$ cat config.mk
export PLATFORM = sky130hd
export DESIGN_NAME = car_motion_ctrl
export DESIGN_NICKNAME = d
export VERILOG_FILES = /design/src/rtl/elevator_pkg.sv /design/src/rtl/car_motion_ctrl_tick_timer.sv /design/src/rtl/car_motion_ctrl.sv
export SDC_FILE = /design/constraint.sdc
export NUM_CORES = 1
export LEC_CHECK = 0
export BUFFER_PORTS_ARGS = -buffer_cell sky130_fd_sc_hd__buf_2
export CAP_MARGIN = 40
export CORE_MARGIN = 2
export CORE_UTILIZATION = 51
export CTS_CLUSTER_DIAMETER = 50
export DETAILED_ROUTE_END_ITERATION = 6
export GPL_TIMING_DRIVEN = 0
export PLACE_DENSITY = 0.76
export SYNTH_ARGS = -nofsm -noshare
export SYNTH_HDL_FRONTEND = slang
export SYNTH_SLANG_ARGS = --single-unit
$ cat constraint.sdc
create_clock -name clk -period 2.56 [get_ports clk]
set_input_delay 0.128 -clock clk [delete_from_list [all_inputs] [get_ports clk]]
set_output_delay 0.128 -clock clk [all_outputs]
set_load 0.02 [all_outputs]
$ cat src/rtl/elevator_pkg.sv
`default_nettype none
// ============================================================================
//  Module      : elevator_pkg
//  Description : Types and constants shared by the elevator car controller.
//                State encoding for the car FSM, floor range constants and
//                a helper that turns a binary floor number into a one-hot
//                request mask.
//  Revision    : 1.0 - initial release
// ============================================================================
package elevator_pkg;

    typedef enum logic [1:0] {
        IDLE      = 2'd0,
        MOVE_UP   = 2'd1,
        MOVE_DOWN = 2'd2,
        DOOR      = 2'd3
    } state_t;

    localparam int NUM_FLOORS = 8;
    localparam int FLOOR_W    = 4;

    localparam logic [FLOOR_W-1:0] FLOOR_MIN = 4'd1;
    localparam logic [FLOOR_W-1:0] FLOOR_MAX = 4'd8;

    // One-hot mask for a floor (bit i = floor i+1). Out-of-range floors
    // yield an all-zero mask so they can never set or clear a request.
    function automatic logic [NUM_FLOORS-1:0] floor_bit(input logic [FLOOR_W-1:0] floor);
        logic [NUM_FLOORS-1:0] mask;
        mask = '0;
        if ((floor >= FLOOR_MIN) && (floor <= FLOOR_MAX)) begin
            mask = NUM_FLOORS'(1) << (floor - FLOOR_MIN);
        end
        return mask;
    endfunction

endpackage
`default_nettype wire

$ cat src/rtl/car_motion_ctrl_tick_timer.sv
`default_nettype none
// ============================================================================
//  Module      : tick_timer
//  Description : Loadable down-counter. Counts down once per cycle and parks
//                at zero; a load overrides the count.
//  Ports       : clk        - clock, rising edge
//                rst        - asynchronous active-high reset (count = 0)
//                load       - load load_value this cycle
//                load_value - value to load
//                zero       - count is zero
//  Revision    : 1.0 - initial release
// ============================================================================
module tick_timer #(
    parameter int WIDTH = 2
) (
    input  logic             clk,
    input  logic             rst,
    input  logic             load,
    input  logic [WIDTH-1:0] load_value,
    output logic             zero
);

    logic [WIDTH-1:0] count;

    always_ff @(posedge clk or posedge rst) begin
        if (rst) begin
            count <= '0;
        end else if (load) begin
            count <= load_value;
        end else if (count != '0) begin
            count <= count - WIDTH'(1);
        end
    end

    assign zero = (count == '0);

endmodule
`default_nettype wire

$ cat src/rtl/car_motion_ctrl.sv
`default_nettype none
// ============================================================================
//  Module      : car_motion_ctrl
//  Description : Sequential side of the elevator controller. Latches button
//                presses into the pending-request vector, holds the car
//                position and moves the car one floor per FLOOR_TICKS cycles
//                as commanded by the direction decoder. Opens the door for
//                DOOR_TICKS cycles at each requested floor.
//  Ports       : clk       - clock, rising edge
//                rst       - asynchronous active-high reset
//                btn[7:0]  - request buttons, bit i = floor i+1
//                up        - move-up command from the decoder
//                down      - move-down command from the decoder
//                current   - car floor, binary 1..8
//                signal    - latched pending requests, bit i = floor i+1
//                door_open - door is open
//                moving    - car is travelling between floors
//  Revision    : 1.0 - initial release
// ============================================================================
module car_motion_ctrl
    import elevator_pkg::*;
#(
    parameter int FLOOR_TICKS = 4,
    parameter int DOOR_TICKS  = 3
) (
    input  logic                  clk,
    input  logic                  rst,
    input  logic [NUM_FLOORS-1:0] btn,
    input  logic                  up,
    input  logic                  down,
    output logic [FLOOR_W-1:0]    current,
    output logic [NUM_FLOORS-1:0] signal,
    output logic                  door_open,
    output logic                  moving
);

    localparam int MAX_TICKS = (FLOOR_TICKS > DOOR_TICKS) ? FLOOR_TICKS : DOOR_TICKS;
    localparam int TIMER_W   = (MAX_TICKS > 1) ? $clog2(MAX_TICKS) : 1;

    localparam logic [TIMER_W-1:0] FLOOR_LOAD = TIMER_W'(FLOOR_TICKS - 1);
    localparam logic [TIMER_W-1:0] DOOR_LOAD  = TIMER_W'(DOOR_TICKS - 1);

    state_t                  state;
    state_t                  state_next;
    logic [FLOOR_W-1:0]      current_next;
    logic [NUM_FLOORS-1:0]   signal_next;
    logic [NUM_FLOORS-1:0]   clear_mask;
    logic [FLOOR_W-1:0]      arrive_floor;
    logic                    floor_legal;
    logic                    timer_load;
    logic [TIMER_W-1:0]      timer_value;
    logic                    timer_zero;

    tick_timer #(
        .WIDTH (TIMER_W)
    ) u_timer (
        .clk        (clk),
        .rst        (rst),
        .load       (timer_load),
        .load_value (timer_value),
        .zero       (timer_zero)
    );

    assign floor_legal  = (current >= FLOOR_MIN) && (current <= FLOOR_MAX);
    assign arrive_floor = (state == MOVE_DOWN) ? (current - FLOOR_W'(1))
                                               : (current + FLOOR_W'(1));

    always_comb begin
        state_next   = state;
        current_next = current;
        clear_mask   = '0;
        timer_load   = 1'b0;
        timer_value  = '0;

        case (state)
            IDLE: begin
                // Serving the current floor takes priority over travel.
                if ((signal & floor_bit(current)) != '0) begin
                    state_next  = DOOR;
                    clear_mask  = floor_bit(current);
                    timer_load  = 1'b1;
                    timer_value = DOOR_LOAD;
                end else if (up && !down && (current < FLOOR_MAX)) begin
                    state_next  = MOVE_UP;
                    timer_load  = 1'b1;
                    timer_value = FLOOR_LOAD;
                end else if (down && !up && (current > FLOOR_MIN)) begin
                    state_next  = MOVE_DOWN;
                    timer_load  = 1'b1;
                    timer_value = FLOOR_LOAD;
                end
            end

            MOVE_UP, MOVE_DOWN: begin
                if (timer_zero) begin
                    current_next = arrive_floor;
                    // A press landing on the arrival edge still stops the
                    // car, so the raw buttons are folded in here.
                    if (((signal | btn) & floor_bit(arrive_floor)) != '0) begin
                        state_next  = DOOR;
                        clear_mask  = floor_bit(arrive_floor);
                        timer_load  = 1'b1;
                        timer_value = DOOR_LOAD;
                    end else begin
                        state_next = IDLE;
                    end
                end
            end

            DOOR: begin
                // The current floor's bit was cleared on entry; any press
                // here only extends the door time and never re-latches.
                clear_mask = floor_bit(current);
                if ((btn & floor_bit(current)) != '0) begin
                    timer_load  = 1'b1;
                    timer_value = DOOR_LOAD;
                end else if (timer_zero) begin
                    state_next = IDLE;
                end
            end

            default: begin
                state_next = IDLE;
            end
        endcase

        // Recover from a corrupted floor register.
        if (!floor_legal) begin
            state_next   = IDLE;
            current_next = FLOOR_MIN;
            clear_mask   = '0;
            timer_load   = 1'b0;
        end
    end

    // Clear has priority over a same-cycle press on the same bit.
    assign signal_next = (signal | btn) & ~clear_mask;

    always_ff @(posedge clk or posedge rst) begin
        if (rst) begin
            state   <= IDLE;
            current <= FLOOR_MIN;
            signal  <= '0;
        end else begin
            state   <= state_next;
            current <= current_next;
            signal  <= signal_next;
        end
    end

    assign door_open = (state == DOOR);
    assign moving    = (state == MOVE_UP) || (state == MOVE_DOWN);

endmodule
`default_nettype wire

======== Word level (Yosys, flattened, before mapping) ========
Cells that the tools add are included.
word-level totals
  output and inout bits ................... 14
  word-level logic and storage cells ...... 91
  register bits ........................... 16
  bits of input ports ..................... 12
operators by class
  $lt $le $gt $ge ......................... 6
  reductions and logical operators ........ 19
  add/sub/neg operators ................... 4
  shift-type cells ........................ 2
  multiplexer cells ....................... 41
  equal/unequal tests ..................... 9
  bitwise operators ....................... 6
operators by type and width
  cell                                                                count
  2-to-1 mux 8 bit                                                    10
  bitwise AND 8 bit                                                   4
  2-to-1 mux 2 bit                                                    16
  one-hot mux 8 bit (3 select lines)                                  1
  nonzero test 8 bit                                                  3
  2-to-1 mux 4 bit                                                    4
  << shifter 1 x 4 -> 8 bit (first input constant)                    2
  one-hot mux 2 bit (3 select lines)                                  2
  greater-or-equal comparator 4 x 1 -> 1 bit (second input constant)  2
  less-or-equal comparator 4 bit (second input constant)              2
  NOT 8 bit                                                           1
  OR 8 bit                                                            1
  subtractor 4 x 1 -> 4 bit (second input constant)                   2
  2-to-1 mux 1 bit                                                    7
  logical AND 1 bit                                                   6
  inequality test 3 bit (second input constant)                       2
  inequality test 5 bit (second input constant)                       1
  adder 4 x 1 -> 4 bit (second input constant)                        1
  == test 2 bit (second input constant)                               2
  greater-than comparator 4 x 1 -> 1 bit (second input constant)      1
  logical NOT 2 bit                                                   2
  less-than comparator 4 bit (second input constant)                  1
  inequality test 2 x 1 -> 1 bit (second input constant)              2
  AND reduction 4 bit                                                 1
  9 further kinds                                                     11

======== Depth between registers and ports, before layout ========
Gate-level depths: netlist of run 1.
  depth after elaboration ................. 15
  mapped depth ............................ 11

======== Modules after synthesis ========
A second synthesis of run 1 with hierarchy kept.
unflattened totals
  cell total of the unflattened synthesis .. 211
  area total of the unflattened synthesis .. 1726.7 um2
by module, submodules not included
  module           times used  seq. area each (um2)  area an instance (um2)  cells each
  car_motion_ctrl  1           351.6                 1599.0                  198
  tick_timer       1           50.0                  127.6                   13

======== Least setup slack after synthesis of run 1 ========
No wires, ideal clock.
  kind .................................... reg-to-reg
  start point ............................. reg current[0]
  end point ............................... reg u_timer.count[0]
  slack ................................... -0.122 ns
  setup time .............................. 0.126 ns
  arrival time ............................ 2.555 ns
  clock period less this slack ............ 2.682 ns
  cell stages (with the launch flop) ...... 11
  cells stage by stage .................... dfstp_2 inv_1 ha_1 buf_4 mux2i_1 xnor2_2 o311ai_1 o221a_2 o21ai_1 a211oi_1 o32a_1
on the way
  longest elaborated chain between the ends .. 14
  elaborated cells between the ends (all ways) .. 42
ends and longest elaborated chain
  what                                                                      RTL line                                                          RTL
  start, declared                                                           car_motion_ctrl.sv:31                                             output logic [FLOOR_W-1:0] current,
  start signal, assigned                                                    car_motion_ctrl.sv:146                                            current <= current_next;
  adder 4 x 1 -> 4 bit / subtractor 4 x 1 -> 4 bit (equally long branches)  car_motion_ctrl.sv:66, elevator_pkg.sv:31, car_motion_ctrl.sv:65
  2-to-1 mux 4 bit                                                          car_motion_ctrl.sv:65                                             assign arrive_floor = (state == MOVE_DOWN) ? (current - FLOOR_W'(1))
  subtractor 4 x 1 -> 4 bit, or another cell as far along                   elevator_pkg.sv:31                                                mask = NUM_FLOORS'(1) << (floor - FLOOR_MIN);
  << shifter 1 x 4 -> 8 bit / logical AND 1 bit (equally long branches)     elevator_pkg.sv:31, elevator_pkg.sv:30
  2-to-1 mux 8 bit                                                          elevator_pkg.sv:30                                                if ((floor >= FLOOR_MIN) && (floor <= FLOOR_MAX)) begin
  2-to-1 mux 8 bit                                                          car_motion_ctrl.sv:95                                             if (timer_zero) begin
  2-to-1 mux 8 bit                                                          car_motion_ctrl.sv:75                                             case (state)
  bitwise AND 8 bit                                                         car_motion_ctrl.sv:99                                             if (((signal | btn) & floor_bit(arrive_floor)) != '0) begin
  nonzero test 8 bit                                                        car_motion_ctrl.sv:99
  2-to-1 mux 1 bit                                                          car_motion_ctrl.sv:99
  2-to-1 mux 1 bit                                                          car_motion_ctrl.sv:95
  one-hot mux 1 bit (3 select lines)                                        car_motion_ctrl.sv:75
  2-to-1 mux 1 bit                                                          car_motion_ctrl.sv:128                                            if (!floor_legal) begin
  2-to-1 mux 2 bit / nonzero test 2 bit (equally long branches)             --
  end signal, assigned                                                      car_motion_ctrl_tick_timer.sv:29                                  count <= load_value;
  end signal, assigned                                                      car_motion_ctrl_tick_timer.sv:31                                  count <= count - WIDTH'(1);
  end, declared                                                             car_motion_ctrl_tick_timer.sv:23                                  logic [WIDTH-1:0] count;
Several ways; a longest one is shown, not always the timed one. The select of a mux whose other input is x is not followed.
A chain may end at the register's enable or synchronous reset.

======== Worst setup path after layout of run 1 ========
Same ends and word-level chain as after synthesis.

==> impl_metrics.csv, run 1 <==
group,metric,value,unit
outcome,status,"complete, but fails checks",
outcome,violations,"setup timing",
placement,dpl.hpwl,3340,um
grt,first_global_vias,1642,
min_path,min_path_type,"primary input to flop",
grt,antenna_found_initial,0,
synthesis,yosysUniqueCellTypes,55,
grt,grt_max_degree,17,
sta,tns,-0.00120,ns
finish,layout-drive-gt1-share,37.7,%
cts,clk_pin_slew,0.10,ns
grt,grt-ovfl-total,0,
cts,clk_latency,0.30,ns
sta,finalCritPeriodShare,100,%
synthesis,synth_fp_nets,221,
synthesis,synth_top_cell_area_share,23.0,%
drt,totalWireLength,5070,um
sta,fin_ws,-0.00120,ns
finish,final_nets,264,
critical_path,cp-start-kind,"flop",
drt,drc,0,
critical_path,crit_path_max_fanout,9,
cts,clk_path_buf_depth,2,
finish,multiInputGateArea,0.00135,mm^2
synthesis,yosys.area_share.adder,9.20,%
finish,design_area,0.00219,mm^2
synthesis,synth_edf_count,0,
critical_path,crit_chain,"inv_4, ha_2, buf_6, mux2i_4, xnor2_4, o311ai_4, o221a_2, o21ai_2, a211oi_2, o32a_1",
critical_path,cpPeakStageDelay,0.60,ns
critical_path,worstSetupPathType,"flop to flop",
synthesis,ys_seq_elements,16,
finish,seqCellArea,403,um^2
placement,port_buffers,25,
grt,gr-usage-all-layers,27.9,%
synthesis,ys_async_sr_fraction,100,%
cts,htree_num_levels,1,
floorplanning,die_area,0.00367,mm^2
min_path,min_from,"btn[7]",
sta,fin_skew,0.00247,ns
drt,drt-vias-per-instance,6.36,
drt,vias,1801,
sta,drv_slew,0,
sta,worst_pin_slew,0.622,ns
drt,dr.first_iter.drc_count,193,
sta,finalCriticalPeriod,2.56,ns
sta,report.final.setup_viol,1,
sta,timing.slew.headroom,58.5,%
synthesis,synthXorXnorAreaFrac,6.21,%
critical_path,r2r-start,"current[0]$_DFFE_PP1P_",
synthesis,synth_cells,197,
placement,gp_congestion,0.917,
cts,cts_sinks,16,
synthesis,yosysTopAreaCell,"dfrtp_1",
critical_path,worst_ep_required_time,2.76,ns
finish,area.growth.synth_to_final,34.0,%
sta,clock.fmax,390,MHz
synthesis,synthMuxAreaShare,1.30,%
synthesis,synth-simple-area-share,23.1,%
floorplanning,start_util,53.4,%
critical_path,critical_path_arrival,2.76,ns
grt,grt_pass1_wl,7700,um
critical_path,reg2reg_depth,10,
floorplanning,core-area,0.00305,mm^2
synthesis,synth_compound_area_share,29.7,%
synthesis,yosys_most_used_dff,"dfrtp_1",
placement,dp_slack,-0.312,ns
min_path,hold_depth,2,
cts,cts_tree,"yes",
cts,root_buffer,"clkbuf_4",
critical_path,worstSetupEndpointType,"flop",
drt,wl_per_cell,17.9,um
synthesis,avgSynthCellArea,8.28,um^2
critical_path,r2r-end,"u_timer.count[0]$_DFFE_PP0P_",
critical_path,worst_path_max_delay_cell,"dfstp_2",
synthesis,synth_area_leaders,"dfrtp_1 (23%), ha_1 (9.2%), a31oi_1 (4.6%), nor2_1 (3.5%), a21oi_1 (3.4%)",
critical_path,timing.reg2reg.setup_slack,-0.001,ns
min_path,min_to,"signal[7]$_DFF_PP0_",
floorplanning,fp-row-count,20,
drt,dr.pass1.iters,4,
floorplanning,die_x,60.6,um
synthesis,yosysSeqAreaShare,24.6,%
floorplanning,die_h,60.6,um
finish,nFillCells,232,
cts,numCtsBuffers,3,
synthesis,synth_warnings,0,
finish,insertedDiodeCount,0,
run,maxCapViolations,0,
synthesis,syn-cell-area,0.00163,mm^2
synthesis,synth_top_family_by_area,"compound AO/OA/AOI/OAI gates",
sta,rsz0062_at_grt,"true",
sta,hold_viol,0,
placement,place_area,0.00185,mm^2
floorplanning,io-pin-count,26,
drt,antenna_left,0,
## layout by cell type, fill, tap and decap left out, drive strengths merged, types with 2 or more instances in the layout
cell type  count
buf           44
nor2          16
dfrtp         15
nand2         13
a31oi         12
ha            12
a21oi         11
nor3           9
inv            9
clkbuf         9
xnor2          7
o21ai          7
nor3b          6
and2           5
a311oi         4
o22a           4
o22ai          4
a22oi          4
nand3          3
a21o           3
a22o           3
nor4           3
a211oi         3
o311ai         3
nor2b          3
or3            2
a32o           2
xor2           2
or2            2
a221oi         2
or4            2
## per-stage QoR
| stage | utilization [%] | cells | hold WS (ns) |
|---|---|---|---|
| detailed placement | 60.6 | 267 | 0.241 |
| global route | 71.6 | 283 | 0.0948 |
| floorplan | - | 197 | 0.0410 |
| global placement | 60.5 | 266 | 0.232 |
| finish | 71.6 | 283 | 0.0902 |
| CTS | 64.9 | 276 | 0.0881 |
## worst max-delay path, delay by kind of cell, from the launching register on
family	cells	cell delay, ns
AOI/OAI and AO/OA	5	1.05
xor gates and xnor gates	1	0.19
adders and majority gates	1	0.19
buffers and inverters	2	0.22
DFF	1	0.60
muxes	1	0.20
## cell families after synthesis
family	Yosys count
buf+inv	21
mux	2
fa+ha+maj	12
flops	16
simple gates	69
xor+xnor	9
compound gates	68
## layer usage
layer / vias to the layer above / GRT usage [%] / share of wire [%]
met5: - / 0 / 0
met2: 87 / 44.2 / 47
met3: 22 / 3.62 / 7.5
met4: 0 / 9.63 / 3.3
li1: 835 / - / -
met1: 857 / 39.4 / 43
## final cells by class
cell class	count	share of cell area [%]
Sequential cell	16	18.4
Multi-Input combinational cell	160	61.6
Inverter	9	1.77
Timing Repair Buffer	42	11.6
Clock buffer	4	1.66
Tap cell	44	2.52
Buffer	8	2.46
## Yosys cell counts, types with 5 or more instances
library cell	n
dfrtp_1	15
nor2_1	15
nand2_1	13
a31oi_1	12
ha_1	12
a21oi_1	11
inv_1	9
nor3_1	8
clkbuf_1	6
o21ai_0	6
and2_1	5
## worst max-delay path by stage
stage	slack [ns]	cells after the start	endpoint	from
after floorplan	0.02	10	u_timer.count[0]$_DFFE_PP0P_	current[0]$_DFFE_PP1P_
after global placement	-0.33	9	state[1]$_DFFE_PP0P_	current[0]$_DFFE_PP1P_
after detailed placement	-0.31	9	state[0]$_DFFE_PP0P_	current[0]$_DFFE_PP1P_
after CTS	0.0004	10	u_timer.count[0]$_DFFE_PP0P_	current[0]$_DFFE_PP1P_
after global routing	-0.10	11	signal[7]$_DFF_PP0_	current[0]$_DFFE_PP1P_
final	-0.001	10	u_timer.count[0]$_DFFE_PP0P_	current[0]$_DFFE_PP1P_
## registers in the layout (all words and copies together) (netlist names)
| name | cells |
|---|---|
| state | 2 |
| current | 4 |
| signal | 8 |
| u_timer.count | 2 |
## repair_timing
| action | 4_1_cts | 5_1_grt |
|---|---|---|
| endpoints found under the setup margin | 12 | 12 |
| hold buffers | 1 | 0 |
| hold endpoints to repair | 15 | 0 |
| buffers inserted | 5 | 10 |
| pin swaps | 5 | 10 |
| resized for setup | 9 | 33 |
| gates cloned | 0 | 0 |
Power of run 1 is left out: the tool's default activity adds up to more than one toggle a clock period on the data nets, which glitch-free logic cannot reach.
==> run 2: changes to the inputs <==
--- a/config.mk
+++ b/config.mk
@@ -12,7 +12,7 @@
 export CTS_CLUSTER_DIAMETER = 50
 export DETAILED_ROUTE_END_ITERATION = 6
 export GPL_TIMING_DRIVEN = 0
-export PLACE_DENSITY = 0.76
+export PLACE_DENSITY = 0.83
 export SYNTH_ARGS = -nofsm -noshare
 export SYNTH_HDL_FRONTEND = slang
 export SYNTH_SLANG_ARGS = --single-unit
==> constraint.sdc (replaced) <==
create_clock -name clk -period 2.2 [get_ports clk]
set_input_delay 0.11 -clock clk [delete_from_list [all_inputs] [get_ports clk]]
set_output_delay 0.11 -clock clk [all_outputs]
set_load 0.02 [all_outputs]
==> impl_metrics.csv, run 2 (synthesis results as in run 1) <==
group,metric,value,unit
finish,insertedDiodeCount,0,
critical_path,worst_ep_required_time,2.40,ns
drt,wl_per_cell,23.7,um
critical_path,worstSetupPathType,"flop to flop",
finish,top_regs,"signal (8), current (4)",
finish,final_cell_mix,"buf_4 (38), buf_2 (26), nor2_1 (14), dfrtp_1 (14), nand2_1 (12)",
drt,totalWireLength,7280,um
drt,dr.first_iter.drc_count,366,
outcome,status,"complete, but fails checks",
drt,drc,0,
floorplanning,die_area,0.00367,mm^2
min_path,min_from,"btn[4]",
critical_path,r2r-start,"current[0]$_DFFE_PP1P_",
sta,finalCriticalPeriod,2.59,ns
finish,largest_reg_flops,8,
cts,clk_latency,0.31,ns
sta,rsz0062_at_grt,"true",
critical_path,cpPeakStageDelay,0.65,ns
sta,timing.slew.headroom,57.8,%
sta,drv_slew,0,
cts,cts_tree,"yes",
grt,gr-usage-all-layers,34.7,%
drt,drt-vias-per-instance,7.01,
critical_path,crit_chain,"inv_4, ha_4, buf_4, nor2b_2, a22oi_2, nor3b_2, nor2_2, a32oi_2, buf_4, o21bai_4, a32o_1",
sta,fin_skew,0.0146,ns
critical_path,critical_path_arrival,2.79,ns
cts,numCtsBuffers,3,
grt,antenna_found_initial,0,
floorplanning,die_x,60.6,um
grt,grt_pass1_wl,9500,um
sta,clock.fmax,386,MHz
sta,finalCritPeriodShare,118,%
finish,top_register,"signal",
run,maxCapViolations,0,
floorplanning,start_util,53.4,%
sta,tns,-3.29,ns
placement,place_area,0.00190,mm^2
critical_path,cp-start-kind,"flop",
finish,area.growth.synth_to_final,60.4,%
cts,root_buffer,"clkbuf_4",
finish,layout-drive-gt1-share,53.6,%
critical_path,worst_path_max_delay_cell,"dfstp_2",
floorplanning,io-pin-count,26,
critical_path,critPathLaunch,"current[0]$_DFFE_PP1P_",
grt,grt-ovfl-total,0,
sta,hold_viol,0,
outcome,violations,"setup timing",
finish,final_nets,288,
floorplanning,die_h,60.6,um
floorplanning,fp-row-count,20,
placement,dpl.hpwl,3370,um
drt,dr.pass1.iters,5,
critical_path,cpMostUsedCell,"buf_4",
sta,worst_pin_slew,0.633,ns
critical_path,crit_path_max_fanout,6,
cts,clk_path_buf_depth,2,
placement,port_buffers,25,
placement,gp_congestion,0.989,
finish,final_common_cell,"buf_4",
cts,cts_sinks,16,
drt,antenna_left,0,
grt,grt_max_degree,17,
cts,clk_pin_slew,0.11,ns
critical_path,worstSetupEndpointType,"flop",
grt,first_global_vias,1936,
finish,design_area,0.00262,mm^2
sta,fin_ws,-0.391,ns
sta,report.final.setup_viol,12,
floorplanning,core-area,0.00305,mm^2
drt,vias,2153,
min_path,min_path_type,"primary input to flop",
cts,htree_num_levels,1,
==> run 2: area by class of cell <==
cell class,instances,area [um^2]
Buffer,7,43.8
Clock buffer,4,26.3
Fill cell,154,437
Inverter,9,41.3
Multi-Input combinational cell,160,1580
Sequential cell,16,403
Tap cell,44,55.1
Timing Repair Buffer,67,470
==> run 2: metrics by stage <==
step / utilization, % / hold WS, ns / std cells / setup slack (ns)
2_1_floorplan: - / 0.0230 / 197 / -0.299
3_3_place_gp: 62.1 / 0.211 / 266 / -0.542
3_5_place_dp: 62.1 / 0.215 / 266 / -0.561
4_1_cts: 75.2 / 0.0631 / 296 / -0.264
5_1_grt: 85.7 / 0.0586 / 307 / -0.500
6_report: 85.7 / 0.0642 / 307 / -0.391
==> run 2: final timing paths <==
path | end | slack, ns | cells past startpoint
setup / recovery | state[1]$_DFFE_PP0P_ | -0.39 | 11
max in group asynchronous | current[1]$_DFFE_PP0P_ | 1.33 | 3
min in group asynchronous | signal[2]$_DFF_PP0_ | 0.41 | 3
setup reg to reg | state[1]$_DFFE_PP0P_ | -0.39 | 11
hold / removal | signal[4]$_DFF_PP0_ | 0.06 | 2
hold reg to reg | u_timer.count[1]$_DFFE_PP0P_ | 0.51 | 2
==> run 2: timing repair <==
item | CTS | global route
setup buffers | 29 | 12
resized for setup | 34 | 47
hold endpoints to repair | 15 | 0
hold buffers | 1 | 0
pin swaps | 15 | 26
setup endpoints to repair | 12 | 12
==> run 2: per-layer routing <==
| metal | global-route usage, % | vias to the layer above | wire, um |
|---|---|---|---|
| met3 | 7.25 | 77 | 746 |
| li1 | - | 882 | - |
| met5 | 0 | - | 0 |
| met4 | 14.3 | 0 | 478 |
| met1 | 42.7 | 986 | 2660 |
| met2 | 59.1 | 208 | 3390 |
==> run 2: worst max-delay path: cells and delay by family, from the launching register on <==
family / cells / cell delay (ns)
compound gates: 4 / 0.65
simple gates: 3 / 0.59
flops: 1 / 0.65
fa+ha+maj: 1 / 0.20
buf+inv: 3 / 0.39
Power of run 2 is left out for the same reason.
==> run 3: changes to the inputs <==
--- a/config.mk
+++ b/config.mk
@@ -13,6 +13,7 @@
 export DETAILED_ROUTE_END_ITERATION = 6
 export GPL_TIMING_DRIVEN = 0
 export PLACE_DENSITY = 0.83
+export SKIP_CTS_REPAIR_TIMING = 1
 export SYNTH_ARGS = -nofsm -noshare
 export SYNTH_HDL_FRONTEND = slang
 export SYNTH_SLANG_ARGS = --single-unit
==> impl_metrics.csv, run 3 (synthesis results as in run 1) <==
group,metric,value,unit
finish,top_regs,"signal (8), current (4)",
sta,finalCriticalPeriod,2.62,ns
sta,finalCritPeriodShare,119,%
sta,worst_pin_slew,0.659,ns
finish,final_common_cell,"buf_4",
drt,wl_per_cell,22.6,um
cts,root_buffer,"clkbuf_4",
drt,dr.pass1.iters,6,
finish,largest_reg_flops,8,
sta,fin_skew,0.0182,ns
sta,fin_ws,-0.420,ns
min_path,min_path_type,"primary input to flop",
finish,final_nets,284,
sta,hold_viol,0,
floorplanning,fp-row-count,20,
sta,whs,0.0588,ns
floorplanning,core-area,0.00305,mm^2
outcome,status,"complete, but fails checks",
drt,drt-vias-per-instance,6.95,
sta,drv_slew,0,
critical_path,crit_path_max_fanout,6,
finish,top_register,"signal",
grt,gr-usage-all-layers,26.8,%
finish,insertedDiodeCount,0,
outcome,violations,"setup timing",
drt,antenna_left,0,
floorplanning,io-pin-count,26,
placement,port_buffers,25,
critical_path,worstSetupPathType,"flop to flop",
critical_path,critical_path_arrival,2.80,ns
drt,totalWireLength,6850,um
critical_path,worst_ep_required_time,2.38,ns
grt,grt_util_met1,35.0,%
floorplanning,die_h,60.6,um
finish,area.growth.synth_to_final,57.7,%
placement,gp_congestion,0.989,
cts,cts_tree,"yes",
placement,dpl.hpwl,3370,um
cts,clk_latency,0.31,ns
finish,layout-drive-gt1-share,50.2,%
critical_path,cp-start-kind,"flop",
critical_path,worstSetupEndpointType,"flop",
grt,grt_pass1_wl,7440,um
grt,antenna_found_initial,0,
grt,grt-ovfl-total,0,
sta,report.final.setup_viol,12,
sta,timing.slew.headroom,55.8,%
floorplanning,start_util,53.4,%
cts,clk_pin_slew,0.11,ns
sta,clock.fmax,382,MHz
grt,met3_usage,5.54,%
floorplanning,die_area,0.00367,mm^2
cts,htree_num_levels,1,
cts,cts_sinks,16,
grt,top_usage_layer,"met2",
floorplanning,die_x,60.6,um
drt,dr.first_iter.drc_count,421,
finish,final_cell_mix,"buf_4 (34), buf_2 (26), dfrtp_1 (14)",
cts,clk_path_buf_depth,2,
sta,rsz0062_at_grt,"true",
cts,numCtsBuffers,3,
drt,drc,0,
grt,met2_usage,43.0,%
finish,utilization,84.3,%
grt,grt_max_degree,17,
grt,first_global_vias,1645,
run,maxCapViolations,0,
drt,vias,2107,
-- run 3: cell count changes in the layout (fill, tap and decap cells not counted), sizes merged --
cell,delta
buf,-4
-- run 3: critical path, stage by stage (launching register included) --
cell,delay [ns]
dfstp_4,0.70
inv_8,0.06
ha_4,0.33
xor2_4,0.25
o311ai_1,0.22
o221a_2,0.32
o21ai_4,0.18
a211oi_2,0.09
o32a_1,0.36
-- run 3: worst paths after layout --
kind	startpoint	end	slack, ns	depth (start not counted)
worst min register to register	u_timer.count[1]$_DFFE_PP0P_	u_timer.count[1]$_DFFE_PP0P_	0.50	2
max in group asynchronous	rst	current[1]$_DFFE_PP0P_	1.32	3
worst max register to register	current[0]$_DFFE_PP1P_	u_timer.count[0]$_DFFE_PP0P_	-0.42	8
worst min-delay path	btn[4]	signal[4]$_DFF_PP0_	0.06	2
min in group asynchronous	rst	signal[2]$_DFF_PP0_	0.41	3
worst max-delay path	current[0]$_DFFE_PP1P_	u_timer.count[0]$_DFFE_PP0P_	-0.42	8
-- run 3: cell type report --
| class | count | area [um^2] |
|---|---|---|
| flip-flops and latches | 16 | 407 |
| well taps | 44 | 55.1 |
| repair buffers | 63 | 449 |
| plain buffers | 7 | 42.5 |
| clock buffers | 4 | 26.3 |
| inverters | 9 | 43.8 |
| fillers | 168 | 479 |
| multi-input cells | 160 | 1550 |
-- run 3: layer usage --
layer | vias up | wire, um
met5 | - | 0
met4 | 0 | 497
met3 | 77 | 674
met2 | 187 | 3100
met1 | 962 | 2570
li1 | 881 | -
-- run 3: stage by stage --
step	std cells	setup slack [ns]	cell area [um^2]	setup TNS (ns)
6_report	303	-0.420	2570	-2.91
3_3_place_gp	266	-0.542	1900	-4.02
4_1_cts	270	-0.585	1920	-4.41
2_1_floorplan	197	-0.299	1720	-1.27
5_1_grt	303	-0.512	2570	-4.10
3_5_place_dp	266	-0.561	1900	-4.23
Power of run 3 is left out for the same reason.
